### src/rtl/demux5_buf.sv
// One-to-five steering buffer: a single producer word is steered into one of
// five single-entry slots, each drained independently through a valid/ack pair.
module demux5_buf #(
  parameter int WIDTH = 32
) (
  input  logic             clk,
  input  logic             reset,
  input  logic             demux5_valid,
  input  logic [WIDTH-1:0] demux5_d,
  input  logic [2:0]       demux5_s,
  output logic             demux5_ready,
  output logic [WIDTH-1:0] demux5_y0,
  output logic [WIDTH-1:0] demux5_y1,
  output logic [WIDTH-1:0] demux5_y2,
  output logic [WIDTH-1:0] demux5_y3,
  output logic [WIDTH-1:0] demux5_y4,
  output logic [4:0]       demux5_v,
  input  logic [4:0]       demux5_ack,
  output logic [2:0]       demux5_cnt,
  output logic             demux5_err
);

  localparam int NSLOT = 5;

  logic [WIDTH-1:0] slot_q [NSLOT];
  logic [4:0]       v_q;
  logic [2:0]       cnt_q;
  logic             err_q;

  logic             sel_legal;
  logic [4:0]       sel_oh;
  logic             xfer;
  logic [4:0]       wr_oh;
  logic [4:0]       v_next;
  logic [2:0]       cnt_next;
  logic             err_next;

  // Decode the select to one-hot so illegal codes never index past slot 4.
  assign sel_legal = (demux5_s < 3'd5);
  assign sel_oh    = sel_legal ? (5'b00001 << demux5_s) : 5'b00000;

  // A slot accepts when empty or being drained this same cycle; illegal codes
  // are always accepted so the producer never deadlocks on a bad select.
  assign demux5_ready = !sel_legal || (|(sel_oh & (~v_q | demux5_ack)));
  assign xfer         = demux5_valid && demux5_ready;
  assign wr_oh        = xfer ? sel_oh : 5'b00000;

  // Ack clears before write sets, so a same-slot write+ack leaves the slot full.
  assign v_next   = (v_q & ~demux5_ack) | wr_oh;
  assign err_next = err_q || (xfer && !sel_legal);

  // NOTE: every variable assigned in always_comb gets a value before any
  // conditional path, otherwise synthesis infers a latch to hold it.
  always_comb begin
    cnt_next = 3'd0;
    for (int k = 0; k < NSLOT; k++) begin
      cnt_next = cnt_next + 3'(v_next[k]);
    end
  end

  // NOTE: sequential state uses non-blocking assignments so every register
  // samples pre-edge values, independent of statement order.
  always_ff @(posedge clk) begin
    if (!reset) begin
      v_q   <= 5'b00000;
      cnt_q <= 3'd0;
      err_q <= 1'b0;
      // NOTE: slot storage is deliberately reset here because the data
      // outputs must read zero after reset, not just the valid bits.
      for (int k = 0; k < NSLOT; k++) begin
        slot_q[k] <= '0;
      end
    end else begin
      v_q   <= v_next;
      cnt_q <= cnt_next;
      err_q <= err_next;
      for (int k = 0; k < NSLOT; k++) begin
        if (wr_oh[k]) begin
          slot_q[k] <= demux5_d;
        end
      end
    end
  end

  assign demux5_y0  = slot_q[0];
  assign demux5_y1  = slot_q[1];
  assign demux5_y2  = slot_q[2];
  assign demux5_y3  = slot_q[3];
  assign demux5_y4  = slot_q[4];
  assign demux5_v   = v_q;
  assign demux5_cnt = cnt_q;
  assign demux5_err = err_q;

endmodule

### config.mk
export PLATFORM = sky130hd
export DESIGN_NAME = demux5_buf
export DESIGN_NICKNAME = d
export VERILOG_FILES = /design/src/rtl/demux5_buf.sv
export SDC_FILE = /design/constraint.sdc
export NUM_CORES = 1
export LEC_CHECK = 0
export BUFFER_PORTS_ARGS = -buffer_cell sky130_fd_sc_hd__buf_2
export CORE_MARGIN = 3
export CORE_UTILIZATION = 48
export CTS_CLUSTER_DIAMETER = 60
export CTS_CLUSTER_SIZE = 24
export DETAILED_ROUTE_END_ITERATION = 6
export PLACE_DENSITY = 0.78
export SLEW_MARGIN = 5
export SYNTH_ARGS = -nofsm -noshare
export SYNTH_HDL_FRONTEND = slang
export SYNTH_SLANG_ARGS = --single-unit
### constraint.sdc
create_clock -name clk -period 5.2 [get_ports clk]
set_input_delay 0.52 -clock clk [delete_from_list [all_inputs] [get_ports clk]]
set_output_delay 0.52 -clock clk [all_outputs]
set_load 0.1 [all_outputs]
* Word-level counts from Yosys, hierarchy flattened
Memories as Yosys holds them, arrays and structs flattened. Cells that the tools add are included.
Word-level totals: logic and storage cells 50, flip-flop bits (word level) 9, RAM bits 160, memories 1, input port bits 43
Memory list:
- slot_q | words 5, width 32, read ports 5, clocked after Yosys merged registers in 0, write ports 5, RTL line 25 | logic [WIDTH-1:0] slot_q [NSLOT];
Operators by class: $add $sub $neg 4, shift-type cells 1, bitwise gates (word level) 11, multiplexer cells 23, order comparisons 1, reduce and logical (&&, ||, !) cells 6
Operator list (number):
- 32-bit 2-to-1 mux | 5
- 1-bit 2-to-1 mux | 16
- 5-bit AND | 2
- 5-bit 2-to-1 mux | 2
- 5-bit NOT | 2
- 5-bit bitwise OR | 2
- 3-bit by 1-bit adder with 3-bit output | 2
- 1-bit bitwise OR | 5
- 5-bit OR reduction | 1
- 1-bit by 3-bit << shifter with 5-bit output, first input constant | 1
- 2-bit by 1-bit adder with 3-bit output | 1
- 3-bit less-than comparator, second input constant | 1
- 1-bit by 1-bit adder with 2-bit output | 1
- 1-bit logical AND | 2
- 1-bit logical OR | 2
- 1-bit zero test | 1

* Longest topological paths before layout
word-level depth 12, gate-level depth with buffers 8, mapped depth without buffers 7

* Worst setup path after synthesis
OpenSTA, ideal clock, no wires.
path type register to register, start point register v_q[2], in the netlist demux5_v[2], end point memory slot_q[2][0], in the netlist slot_q[0][64], enable pin, slack 1269 ps, required time 4730 ps, cell stages (with the launch flop) 4, clock period less this slack 3931 ps, buffers on the path 0, arrival time 3461 ps, path through dfxtp_1 > or3b_1 > nand3_1 > o31ai_1
RTL lines:
- start, declared | RTL line 26 | logic [4:0] v_q;
- start signal, assigned | RTL line 74 | v_q <= v_next;
- end, declared | RTL line 25

* Worst setup path after layout
start point register v_q[0], in the netlist demux5_v[0], end point output port demux5_ready
Between the ends: cells in the longest elaborated chain, start to end 5
RTL lines:
- 5-bit NOT | RTL line 44 | assign demux5_ready = !sel_legal || (|(sel_oh & (~v_q | demux5_ack)));
- 5-bit bitwise OR | RTL line 44
- 5-bit AND | RTL line 44
- 5-bit OR reduction | RTL line 44
- 1-bit logical OR | RTL line 44
- end, declared | RTL line 11 | output logic demux5_ready,
No other way between the ends.

==> flow_summary.json <==
{
  "ant_nets": 0,
  "grt_pass1_vias": 3485,
  "yosysMostFrequentCell": "edfxtp_1",
  "crit_required_ns": 4.68,
  "yosysTopAreaCell": "edfxtp_1",
  "synth_common_cells": "160 x edfxtp_1, 39 x inv_1, 32 x a211oi_1, 9 x dfxtp_1, 6 x nor2b_1",
  "die-area_sq_mm": 0.01338,
  "crit_path_top_delay_cell": "a32oi_4",
  "post_cts.repair.setup_buffers": 0,
  "die_h_um": 115.7,
  "final-setup-viol-count": 0,
  "drt-total-wl_um": 13630,
  "setup_slack_ns": 2.300,
  "die_w_um": 115.7,
  "worstSetupStartpoint": "demux5_v[0]$_SDFF_PN0_",
  "rr_endpoint": "slot_q[0][14]$_DFFE_PP_",
  "drt_iter0_markers": 226,
  "drt_first_pass_iters": 4,
  "place.gp.congestion": 0.8813,
  "leakage_nw": 3.390,
  "design_area_sq_mm": 0.007602,
  "vdd_drop_max_mv": 0.2543,
  "area_growth_pct": 31.66,
  "design_power_total_mw": 3.381,
  "synth_edf_count": 160,
  "multi_input_area_sq_um": 613.1,
  "yosys.cell_types.count": 29,
  "io_buffers": 212,
  "cts_tree": "yes",
  "globalRouteTotalUtil": 0.2005,
  "drive_above_1_share": 0.4776,
  "rsz0062_at_grt": "false",
  "hold_viol_final": 0,
  "async_flop_share": 0,
  "start_util": 0.4993,
  "cts_buffers": 17,
  "synth_area_sq_mm": 0.005774,
  "crit_end": "demux5_ready",
  "post_dp_cell_area_sq_mm": 0.007044,
  "viasPerCell": 5.138,
  "postSynthAreaPerCell_sq_um": 19.57,
  "synth_nets": 341,
  "endpoint_kind": "output pin",
  "rr_startpoint": "demux5_v[0]$_SDFF_PN0_",
  "ys.flop_type": "edfxtp_1",
  "antenna_found_initial": 1,
  "rows": 39,
  "cts_resized": 0,
  "reg2regPathDepth": 4,
  "crit_chain": "or3b_2, a32oi_4, nand2_1, buf_2",
  "synth_top_area_frac": 0.8321,
  "drv_slew": 0,
  "crit_type": "flop to output pin",
  "slowest_delay_ns": 0.66,
  "reg2reg_setup_slack_ns": 2.84,
  "fin_setup_tns_ns": 0,
  "ys_seq_elements": 169,
  "place_ws_ns": 2.307,
  "detail_route.wl_per_cell_um": 20.08,
  "worst_slew_pin_slew_ns": 0.7974,
  "post_synth_inst_count": 295,
  "io_pins": 213,
  "fmax_mhz": 344.8,
  "grt_overflow": 0,
  "clock_sinks": 169,
  "cp-start-kind": "flop",
  "regArea_sq_mm": 0.004985,
  "pwr_density_cell_mw_per_mm2": 444.8,
  "clk_pin_slew_ns": 0.06,
  "fin_skew_ns": 0.008175,
  "min_path_type": "flop to flop",
  "yosys_warnings": 0,
  "arrival_ns": 2.38,
  "cap_violations": 0,
  "clockBufferDepth": 2,
  "cts_root_buf": "clkbuf_16",
  "hold_buffers": 0,
  "fillers": 797,
  "antenna_cells": 0,
  "fin_crit_sh": 0.5578,
  "htreeDepth": 4,
  "drc": 0,
  "crit_fanout": 19,
  "num_vias": 3489,
  "maxSlewHeadroom": 0.4684,
  "worstSkewPairLatency_ns": 0.41,
  "fin_crit_ns": 2.900,
  "core_sq_mm": 0.01156,
  "status": "complete, no violations",
  "grt_max_degree": 34,
  "yosys-top-cells-area": "edfxtp_1 83%, a211oi_1 4.2%, dfxtp_1 3.1%",
  "layout.nets": 569,
  "dp_hpwl_um": 9138,
  "ys_seq_area_frac": 0.8633,
  "grt_pass1_wl_um": 19460
}
-- per-stage QoR --
step           utilization  hold slack, ns  cells
4_1_cts             0.6574          0.4729    679
6_report            0.6574          0.4810    679
3_5_place_dp        0.6091          0.4598    647
5_1_grt             0.6574          0.4884    679
2_1_floorplan            -          0.6417    295
3_3_place_gp        0.6091          0.4518    647
-- cells by family after synthesis --
group	after synthesis	synth area share
AO/OA/AOI/OAI	43	0.05829
flip-flops	169	0.8633
AND/OR/NAND/NOR	30	0.03207
buffers and inverters	50	0.03727
adder cells (fa/ha/maj)	3	0.009101
-- area by class of cell --
type	count	area share
multi-input cells	76	0.08065
well taps	143	0.02354
flip-flops and latches	169	0.6557
inverters	39	0.01926
clock buffers	21	0.06057
clock inverters	11	0.01284
repair buffers	220	0.1475
-- where the power goes --
group	switching (mW)	internal, mW
Clock	0.489	0.682
Combinational	0.563	0.0688
Sequential	0.0187	1.56
-- state kept, by name, indices dropped and copies added (netlist names) --
signal	count
slot_q	160
demux5_v	5
demux5_cnt	3
demux5_err	1
-- metal layers --
layer | vias to the layer above | GRT usage | wire length [um]
met5 | - | 0 | 20
met4 | 2 | 0.08585 | 244
met3 | 26 | 0.06371 | 1101
met2 | 178 | 0.3299 | 6810
met1 | 1707 | 0.2467 | 5458
li1 | 1576 | - | -
-- worst min-delay path by stage --
stage / startpoint / to / slack [ns] / cells after the start
3_5_place_dp: demux5_err$_SDFF_PN0_ / demux5_err$_SDFF_PN0_ / 0.46 / 1
6_report: demux5_err$_SDFF_PN0_ / demux5_err$_SDFF_PN0_ / 0.48 / 1
3_3_place_gp: demux5_err$_SDFF_PN0_ / demux5_err$_SDFF_PN0_ / 0.45 / 1
2_1_floorplan: reset / demux5_cnt[2]$_SDFF_PN0_ / 0.64 / 1
5_1_grt: demux5_d[4] / slot_q[0][68]$_DFFE_PP_ / 0.49 / 3
4_1_cts: demux5_d[4] / slot_q[0][68]$_DFFE_PP_ / 0.47 / 3
-- placed cells by master (no fill, tap or decap), types with 2 or more instances in the layout --
| cell type | Yosys | routed |
|---|---|---|
| buf_2 | 4 | 212 |
| and2_1 | 5 | 5 |
| nand4_1 | 2 | 2 |
| inv_1 | 39 | 39 |
| buf_4 | 0 | 8 |
| edfxtp_1 | 160 | 160 |
| o31ai_4 | 0 | 2 |
| clkbuf_16 | 0 | 17 |
| clkbuf_1 | 4 | 2 |
| nand3b_1 | 4 | 4 |
| dfxtp_1 | 9 | 9 |
| clkinvlp_4 | 0 | 4 |
| clkbuf_8 | 0 | 2 |
| fa_1 | 2 | 2 |
| nor2b_1 | 6 | 6 |
| a211oi_1 | 32 | 32 |
| nand3_1 | 2 | 2 |
| nor2_1 | 3 | 3 |
| clkinv_2 | 0 | 4 |
| nand2_1 | 4 | 4 |
-- worst max-delay path: cells and delay by family, from the launching register on --
kind / cells / cell delay (ns)
DFF: 1 / 0.35
and+or+nand+nor: 2 / 0.62
buffers and inverters: 1 / 0.32
AOI/OAI and AO/OA: 1 / 0.66
No activity file was read; power rests on OpenSTA's default activity.
